--- src/rtl/multi_sprite_plotter.sv ---
// Frame-synchronous multi-sprite plotter: on each frame tick it erases every sprite's
// previous rectangle and redraws it at its latched position, one pixel per clock.
module multi_sprite_plotter #(
  parameter int NUM_SPRITES = 2,
  parameter int SPR_W       = 8,
  parameter int SPR_H       = 8,
  parameter int X_W         = 8,
  parameter int Y_W         = 7,
  parameter int COLOUR_W    = 3,
  parameter int SCREEN_W    = 160,
  parameter int SCREEN_H    = 120,
  parameter int FRAME_DIV   = 833333,
  parameter int BG_COLOUR   = 0
) (
  input  logic                            clk,
  input  logic                            reset_n,
  input  logic                            enable,
  input  logic [NUM_SPRITES*X_W-1:0]      sprite_x,
  input  logic [NUM_SPRITES*Y_W-1:0]      sprite_y,
  input  logic [NUM_SPRITES*COLOUR_W-1:0] sprite_colour,
  input  logic [NUM_SPRITES-1:0]          sprite_valid,
  output logic [X_W-1:0]                  x,
  output logic [Y_W-1:0]                  y,
  output logic [COLOUR_W-1:0]             colour,
  output logic                            plot,
  output logic                            busy,
  output logic                            frame_done,
  output logic                            overrun
);

  localparam int IDX_W = (NUM_SPRITES > 1) ? $clog2(NUM_SPRITES) : 1;
  localparam int CW    = $clog2(SPR_W + 1);
  localparam int RW    = $clog2(SPR_H + 1);
  localparam int FW    = $clog2(FRAME_DIV + 1);

  localparam logic [IDX_W-1:0]    LAST_IDX  = IDX_W'(NUM_SPRITES - 1);
  localparam logic [CW-1:0]       COL_LAST  = CW'(SPR_W - 1);
  localparam logic [RW-1:0]       ROW_LAST  = RW'(SPR_H - 1);
  localparam logic [FW-1:0]       FCNT_LAST = FW'(FRAME_DIV - 1);
  localparam logic [X_W:0]        SCR_W     = (X_W+1)'(SCREEN_W);
  localparam logic [Y_W:0]        SCR_H     = (Y_W+1)'(SCREEN_H);
  localparam logic [COLOUR_W-1:0] BG        = COLOUR_W'(BG_COLOUR);

  typedef enum logic [2:0] {IDLE, LATCH, ERASE, DRAW, NEXT, DONE} state_t;

  state_t               state, state_nxt;
  logic [FW-1:0]        fcnt;
  logic                 tick;
  logic [IDX_W-1:0]     idx, idx_nxt;
  logic [CW-1:0]        col, col_nxt;
  logic [RW-1:0]        row, row_nxt;
  logic                 last_pix;

  logic [X_W-1:0]       new_x      [NUM_SPRITES];
  logic [Y_W-1:0]       new_y      [NUM_SPRITES];
  logic [COLOUR_W-1:0]  new_colour [NUM_SPRITES];
  logic [NUM_SPRITES-1:0] new_valid;
  logic [X_W-1:0]       old_x      [NUM_SPRITES];
  logic [Y_W-1:0]       old_y      [NUM_SPRITES];
  logic [NUM_SPRITES-1:0] drawn;

  logic [X_W-1:0]       base_x;
  logic [Y_W-1:0]       base_y;
  logic [COLOUR_W-1:0]  src_colour;
  logic [X_W:0]         sum_x;
  logic [Y_W:0]         sum_y;
  logic                 drawing;
  logic [X_W-1:0]       x_p0;
  logic [Y_W-1:0]       y_p0;
  logic [COLOUR_W-1:0]  colour_p0;
  logic                 vld_p0;

  function automatic logic on_screen(input logic [X_W:0] px, input logic [Y_W:0] py);
    return (px < SCR_W) && (py < SCR_H);
  endfunction

  function automatic state_t dispatch(input logic was_drawn, input logic want);
    if (was_drawn) return ERASE;
    if (want) return DRAW;
    return NEXT;
  endfunction

  assign tick     = (fcnt == FCNT_LAST);
  assign last_pix = (col == COL_LAST) && (row == ROW_LAST);

  always_comb begin
    state_nxt = state;
    idx_nxt   = idx;
    col_nxt   = col;
    row_nxt   = row;
    case (state)
      IDLE:  if (tick && enable) state_nxt = LATCH;
      LATCH: begin
        idx_nxt   = '0;
        col_nxt   = '0;
        row_nxt   = '0;
        state_nxt = dispatch(drawn[0], sprite_valid[0]);
      end
      ERASE, DRAW: begin
        if (last_pix) begin
          col_nxt   = '0;
          row_nxt   = '0;
          state_nxt = (state == ERASE && new_valid[idx]) ? DRAW : NEXT;
        end else if (col == COL_LAST) begin
          col_nxt = '0;
          row_nxt = row + RW'(1);
        end else begin
          col_nxt = col + CW'(1);
        end
      end
      NEXT: begin
        if (idx == LAST_IDX) begin
          state_nxt = DONE;
        end else begin
          idx_nxt   = idx + IDX_W'(1);
          state_nxt = dispatch(drawn[idx_nxt], new_valid[idx_nxt]);
        end
      end
      DONE:    state_nxt = IDLE;
      default: state_nxt = IDLE;
    endcase
  end

  // Pixel stage p0: address and colour of the pixel the next cycle presents.
  // Leaving LATCH the snapshot registers are still loading, so read the inputs.
  always_comb begin
    base_x     = '0;
    base_y     = '0;
    src_colour = BG;
    if (state_nxt == ERASE) begin
      base_x = old_x[idx_nxt];
      base_y = old_y[idx_nxt];
    end else if (state == LATCH) begin
      base_x     = sprite_x[X_W-1:0];
      base_y     = sprite_y[Y_W-1:0];
      src_colour = sprite_colour[COLOUR_W-1:0];
    end else begin
      base_x     = new_x[idx_nxt];
      base_y     = new_y[idx_nxt];
      src_colour = new_colour[idx_nxt];
    end
    sum_x     = {1'b0, base_x} + (X_W+1)'(col_nxt);
    sum_y     = {1'b0, base_y} + (Y_W+1)'(row_nxt);
    drawing   = (state_nxt == ERASE) || (state_nxt == DRAW);
    vld_p0    = drawing && on_screen(sum_x, sum_y);
    x_p0      = drawing ? sum_x[X_W-1:0] : '0;
    y_p0      = drawing ? sum_y[Y_W-1:0] : '0;
    colour_p0 = drawing ? src_colour : '0;
  end

  always_ff @(posedge clk or negedge reset_n) begin
    if (!reset_n) begin
      state      <= IDLE;
      fcnt       <= '0;
      idx        <= '0;
      col        <= '0;
      row        <= '0;
      drawn      <= '0;
      new_valid  <= '0;
      overrun    <= 1'b0;
      busy       <= 1'b0;
      frame_done <= 1'b0;
      x          <= '0;
      y          <= '0;
      colour     <= '0;
      plot       <= 1'b0;
      for (int i = 0; i < NUM_SPRITES; i++) begin
        new_x[i]      <= '0;
        new_y[i]      <= '0;
        new_colour[i] <= '0;
        old_x[i]      <= '0;
        old_y[i]      <= '0;
      end
    end else begin
      fcnt       <= tick ? '0 : fcnt + FW'(1);
      state      <= state_nxt;
      idx        <= idx_nxt;
      col        <= col_nxt;
      row        <= row_nxt;
      busy       <= (state_nxt != IDLE);
      frame_done <= (state_nxt == DONE);
      // Output stage p1: registered pixel toward the framebuffer.
      x          <= x_p0;
      y          <= y_p0;
      colour     <= colour_p0;
      plot       <= vld_p0;
      if (tick && state != IDLE) overrun <= 1'b1;
      if (state == LATCH) begin
        new_valid <= sprite_valid;
        for (int i = 0; i < NUM_SPRITES; i++) begin
          new_x[i]      <= sprite_x[i*X_W +: X_W];
          new_y[i]      <= sprite_y[i*Y_W +: Y_W];
          new_colour[i] <= sprite_colour[i*COLOUR_W +: COLOUR_W];
        end
      end
      if (state == ERASE && last_pix) drawn[idx] <= 1'b0;
      if (state == DRAW && last_pix) begin
        old_x[idx] <= new_x[idx];
        old_y[idx] <= new_y[idx];
        drawn[idx] <= 1'b1;
      end
    end
  end

endmodule

--- config.mk ---
export PLATFORM = sky130hd
export DESIGN_NAME = multi_sprite_plotter
export DESIGN_NICKNAME = d
export VERILOG_FILES = /design/src/rtl/multi_sprite_plotter.sv
export SDC_FILE = /design/constraint.sdc
export NUM_CORES = 1
export LEC_CHECK = 0
export CAP_MARGIN = 20
export CORE_MARGIN = 3
export CORE_UTILIZATION = 45
export DETAILED_ROUTE_END_ITERATION = 10
export GPL_TIMING_DRIVEN = 0
export PLACE_DENSITY = 0.76
export SYNTH_ARGS = -nofsm -noshare
export SYNTH_HDL_FRONTEND = slang
export SYNTH_SLANG_ARGS = --single-unit
export TNS_END_PERCENT = 1
--- constraint.sdc ---
create_clock -name clk -period 3.5 [get_ports clk]
set_input_delay 1.05 -clock clk [delete_from_list [all_inputs] [get_ports clk]]
set_output_delay 1.05 -clock clk [all_outputs]
set_load 0.05 [all_outputs]
==> results.cfg, run 1 <==
[drt]
drt_first_pass_iters = 7
avgRoutedWirePerCell_um = 17.67
via_count = 5371
drt_wl_total_um = 16860
dr.max_layer_used = met4
wl_met2_um = 8341
wl_met1_um = 7014
drc_errors = 0
antenna_left = 0
wl_met3_um = 1120
vias_per_cell = 5.630
drt_iter0_markers = 522

[power]
peakVddDrop_mv = 0.4824
leakage_uw = 0.003931
p_per_area_mw_per_mm2 = 888.1

[worst_setup_path]
slowest_delay_ps = 450
worst_setup_path_start_kind = flop
worst-path-max-fanout = 8
crit_chain = or3b_4 -> buf_6 -> nor2_4 -> a211oi_4 -> nor4_4 -> buf_6 -> buf_4 -> nor2_4 -> a31oi_4 -> ha_2 -> inv_1 -> fa_2 -> nor2b_4 -> o21ai_2 -> nand2b_1 -> nand2_1 -> or3_1 -> o2111a_1
required_ps = 3790
arrival_ps = 4160
critPathSlowestCell = dfrtp_2
cp-end-kind = flop
crit_type = reg -> reg

[floorplan]
die_height_um = 123.9
fp.dieW_um = 123.9
dieArea_sq_mm = 0.01534
rows = 42
core_sq_mm = 0.01340
pin_count = 63
start_util_pct = 46.66

[layout]
finalNetCount = 820
areaGrowthSynthToFinish_pct = 33.50
drive_above_1_share_pct = 21.72
multiInputGateArea_sq_mm = 0.003244
nFillCells = 1042
fin_util_pct = 62.29
antennaDiodeCount = 0
seq_area_sq_mm = 0.003109
design_area_sq_mm = 0.008347

[clock_network]
clock_latency_ps = 420
clock_path_buffers = 2
cts_root_buf = clkbuf_16
htreeDepth = 4
cts_tree = done
cts.sinks = 124
numCtsBuffers = 17
clk_pin_slew_ps = 60

[synth]
synth_cell_types = 56
synth_warnings = 0
async_flop_share_pct = 100.0
ys_seq_area_share_pct = 49.63
syn_area_sq_mm = 0.006252
synth_seq_cells = 124
synthCells = 654
syn-num-nets = 709
synthFlopType = dfrtp_1
syn_avg_cell_area_sq_um = 9.560
synth_top_area_cell = dfrtp_1
synth_common_cells = nand2_1, dfrtp_1, nor2_1
synth_area_leaders = dfrtp_1, nand2_1, mux2_2
post-synth-top-area-fraction_pct = 49.63
synth_edf_count = 0
synth.most_common_cell = nand2_1

[grt]
grt.total_usage_pct = 22.68
first_global_vias = 5443
antenna_found_initial = 0
grt_pass1_wl_um = 26700
grt_max_degree = 72
overflow = 0

[place]
hpwlAfterDp_um = 11090
pre_cts_ws_ps = -1399
port_buffers = 62
placed_area_sq_mm = 0.007167
place_congestion = 0.9379

[sta]
min_period_ps = 3865
fin_skew_ps = 11.66
relSlewSlack_pct = 35.23
fin_crit_sh_pct = 110.4
hold_violations = 0
max_freq_mhz = 258.7
tightest_slew_ps = 963.6
fin_ws_ps = -365.3
tns_ps = -1023
setup_viol = 7
rsz0062_at_grt = yes
drv_slew = 0

[outcome]
violations = setup timing
status = complete, but fails checks

[run]
max_cap_viol_count = 0

[hold_path]
hp-class = reg -> reg
-- area by class of cell --
cell class                      count  share of cell area, %
Tap cell                          176                  2.638
Multi-Input combinational cell    486                  38.87
Clock inverter                     14                  2.039
Clock buffer                       18                  5.262
Buffer                             28                  2.204
Inverter                           13                 0.6446
Timing Repair Buffer               95                  11.09
Sequential cell                   124                  37.25
-- metrics by stage --
| step | std cells | hold slack, ps | total power [uW] |
|---|---|---|---|
| 5_1_grt | 954 | 509.1 | 7811 |
| 3_3_place_gp | 892 | 454.9 | 4680 |
| 4_1_cts | 946 | 485.0 | 7186 |
| 2_1_floorplan | 654 | 445.0 | 3969 |
| 3_5_place_dp | 893 | 464.8 | 4785 |
| 6_report | 954 | 485.3 | 7412 |
-- critical path, delay by kind of cell, from the launching register on --
family | cells | cell delay [ps]
and+or+nand+nor | 8 | 1710
adders and majority gates | 2 | 580
buffers and inverters | 4 | 520
AOI/OAI and AO/OA | 4 | 470
DFF | 1 | 450
-- cell families after synthesis --
logic type | Yosys count | synth area share, %
simple gates | 306 | 22.17
mux | 58 | 10.25
flops | 124 | 49.63
buf+inv | 44 | 2.981
fa+ha+maj | 14 | 3.042
compound gates | 80 | 8.005
xor+xnor | 28 | 3.922
-- path summary, 6_finish.rpt --
check                                           from                         to  slack (ps)  cells past startpoint
max in group asynchronous                    reset_n              idx$_DFF_PN0_        2190                      2
min                        new_colour[2]$_DFFE_PN0P_  new_colour[2]$_DFFE_PN0P_         490                      2
max                               state[1]$_DFF_PN0_             plot$_DFF_PN0_        -370                     18
min reg2reg                new_colour[2]$_DFFE_PN0P_  new_colour[2]$_DFFE_PN0P_         490                      2
min in group asynchronous                    reset_n           col[1]$_DFF_PN0_         590                      1
max reg2reg                       state[1]$_DFF_PN0_             plot$_DFF_PN0_        -370                     18
-- layer usage --
| layer | global-route usage, % | up-vias |
|---|---|---|
| met5 | 0 | - |
| met4 | 9.204 | 0 |
| met3 | 5.586 | 36 |
| met2 | 37.31 | 244 |
| met1 | 28.72 | 2667 |
| li1 | - | 2424 |
-- state kept, by name, summed over array words and instances (netlist names), named ones only --
name        cells
new_valid       2
frame_done      1
col             4
overrun         1
new_x          16
plot            1
busy            1
y               7
new_colour      6
idx             1
fcnt           20
old_x          16
state           3
colour          3
row             4
old_y          14
x               8
new_y          14
-- where the power goes --
group	switching [uW]	total, uW	internal, uW
Combinational	2040	3580	1540
Clock	659	1800	1140
Sequential	253	2040	1780
-- cell usage in the layout, fill, tap and decap left out, types with 5 or more instances in the layout --
cell type        synthesis  routed
nand2_1                170     169
dfrtp_1                124     119
clkdlybuf4s50_1          0      59
nor2_1                  50      43
buf_4                    0      31
mux2_2                  33      31
nand3_1                 23      23
o21ai_0                 23      19
mux2i_1                 19      18
clkbuf_16                0      17
xnor2_1                 16      15
clkbuf_1                18      13
a21oi_1                 19      12
xor2_1                  12      12
inv_1                   11      11
nor2b_1                 12      10
ha_1                    12       8
buf_6                    1       7
nor2_4                   1       7
nand2b_1                 7       6
nand3b_1                 6       6
a21o_1                   6       6
a31oi_1                 10       6
nand4_1                  5       5
and3_1                   5       5
mux2_1                   5       5
dfrtp_2                  0       5
-- timing repair --
item,CTS,global route
gates resized for setup,76,16
pin swaps,21,16
buffers inserted,22,9
endpoints found under the setup margin,13,8
cloned,1,0
hold buffers,0,0
Power figures use the tool's default switching activity.
==> run 2, diff against run 1 <==
- CAP_MARGIN: 20 -> default
==> results of run 2 <==
Final layout, timing and power as in run 1 (identical DEF).
==> run 3, diff against run 2 <==
- CAP_MARGIN: default -> 20
- CORE_MARGIN: 3 -> default
==> results.cfg, run 3 (synthesized netlist as in run 1, its figures left out) <==
[sta]
fin_skew_ps = 10.26
hold_violations = 0
setup_viol = 6
min_period_ps = 3813
rsz0062_at_grt = yes
drv_slew = 0
tightest_slew_ps = 941.5
fin_crit_sh_pct = 109.0
relSlewSlack_pct = 36.71
fin_ws_ps = -313.3
max_freq_mhz = 262.2

[drt]
drc_errors = 0
antenna_left = 0
drt_first_pass_iters = 5
via_count = 5242
vias_per_cell = 5.466
drt_wl_total_um = 16160
drt_iter0_markers = 363
avgRoutedWirePerCell_um = 16.85

[grt]
antenna_found_initial = 0
overflow = 0
grt_max_degree = 86
grt.total_usage_pct = 23.86
grt_pass1_wl_um = 26200
first_global_vias = 5280

[worst_setup_path]
worst-path-max-fanout = 6
r2r_slack_ps = -310
required_ps = 3790
worst_setup_path_start_kind = flop
crit_chain = ha_4 -> and3b_1 -> buf_6 -> a21oi_2 -> o21a_1 -> nor4_4 -> buf_6 -> buf_6 -> nor2_1 -> a31oi_2 -> ha_2 -> inv_2 -> fa_2 -> nor2b_4 -> o21ai_1 -> nand2b_1 -> buf_4 -> nand3b_1 -> a21oi_2 -> o2111a_1
cpMostUsedCell = buf_6
timing.rr.start = col[0]$_DFF_PN0_
timing.rr.end = plot$_DFF_PN0_
arrival_ps = 4110
cp-end-kind = flop
worst_r2r_path_depth = 20
slowest_delay_ps = 410
crit_type = reg -> reg
critPathSlowestCell = dfrtp_1

[clock_network]
cts_root_buf = clkbuf_16
cts-hold-fix-buffers = 0
clock_path_buffers = 2
numCtsBuffers = 17
clock_latency_ps = 420
cts_tree = done
cts.sinks = 124
clk_pin_slew_ps = 60
htreeDepth = 4

[hold_path]
min_delay_worst_endpoint = overrun$_DFFE_PN0P_
min_path_cells = 2
hold_start = overrun$_DFFE_PN0P_
hp-class = reg -> reg

[power]
p_per_area_mw_per_mm2 = 879.9
peakVddDrop_mv = 0.4916
internal_power_uw = 4493
clkPwrFrac_pct = 24.9
leakage_uw = 0.003961
switchingPower_uw = 2885
pwr-share-comb_pct = 47.3
switching_share_pct = 39.10
power_frac_seq_pct = 27.8
p_total_uw = 7378

[layout]
finalNetCount = 826
drive_above_1_share_pct = 22.09
largest_reg_flops = 20
layout_common_cells = nand2_1, dfrtp_1, clkdlybuf4s50_1, nor2_1, buf_4
biggestRegsByFlops = fcnt (20), new_x (16), old_x (16)
antennaDiodeCount = 0
regMostFlops = fcnt
layout_commonest_cell = nand2_1
areaGrowthSynthToFinish_pct = 34.10

[floorplan]
core_sq_mm = 0.01340
rows = 42
dieArea_sq_mm = 0.01437
fp.dieW_um = 119.9
pin_count = 63
start_util_pct = 46.66
die_height_um = 119.9

[run]
max_cap_viol_count = 0

[place]
pre_cts_ws_ps = -1360
port_buffers = 62
hpwlAfterDp_um = 10840
place_congestion = 0.8943

[outcome]
violations = setup timing
status = complete, but fails checks
==> run 3: cell count changes in the layout (fill, tap and decap cells not counted), sizes merged <==
cell      delta
buf          +7
clkinv       -3
inv          +3
clkinvlp     -2
bufbuf       -1
bufinv       +1
==> run 3: layer usage <==
layer  global-route usage [%]  vias to the layer above  part of all wire [%]
met4                    10.23                        0                   2.2
met3                    6.226                       30                   5.8
li1                         -                     2447                     -
met1                    29.87                     2573                    43
met2                    38.98                      192                    49
met5                        0                        -                     0
==> run 3: area by class of cell <==
cell class                 count  area (sq um)
fill                        1037          5016
tap                          176         220.2
sequential                   124          3107
timing repair buffer         101         954.7
clock buffer                  18         429.2
buffer                        28         192.7
clock inverter                13         188.9
multi-input combinational    486          3242
inverter                      13         50.05
==> run 3: how the worst max path moves through the flow <==
stage | startpoint | endpoint | slack (ps) | depth (start not counted)
finish | col[0]$_DFF_PN0_ | plot$_DFF_PN0_ | -310 | 20
global route | col[0]$_DFF_PN0_ | plot$_DFF_PN0_ | -410 | 20
CTS | col[1]$_DFF_PN0_ | plot$_DFF_PN0_ | -150 | 18
detailed placement | sprite_valid[0] | plot$_DFF_PN0_ | -1360 | 17
global placement | reset_n | y[3]$_DFF_PN0_ | -3260 | 1
floorplan | sprite_valid[0] | plot$_DFF_PN0_ | -290 | 15
==> run 3: per-stage QoR <==
| stage | util, % | instance area [sq um] | hold WS, ps | TNS, ps | std cells |
|---|---|---|---|---|---|
| global placement | 53.22 | 7132 | 457.0 | -414780 | 892 |
| detailed placement | 53.48 | 7167 | 471.4 | -11980 | 893 |
| floorplan | - | 6291 | 445.0 | -403.5 | 654 |
| CTS | 61.36 | 8223 | 486.7 | -174.8 | 949 |
| global route | 62.57 | 8384 | 498.8 | -1736 | 959 |
| finish | 62.57 | 8384 | 476.7 | -888.0 | 959 |
==> run 3: power by group through the flow <==
stage	Combinational, uW	Sequential (uW)	Clock, uW
floorplan	1760	2210	0
global placement	2660	2020	0
detailed placement	2750	2040	0
CTS	3240	2030	1850
global route	3760	2090	1920
finish	3490	2050	1840
==> run 3: worst max-delay path: cells and delay by family (launching register included) <==
kind	cells	cell delay (ps)
and+or+nand+nor	6	1000
adders and majority gates	3	790
DFF	1	410
AOI/OAI and AO/OA	6	890
buffers and inverters	5	580
==> run 3: timing repair <==
item | CTS | global route
resized for setup | 69 | 24
pin swaps | 19 | 19
buffers inserted | 28 | 10
gates cloned | 0 | 0
endpoints found under the setup margin | 13 | 8
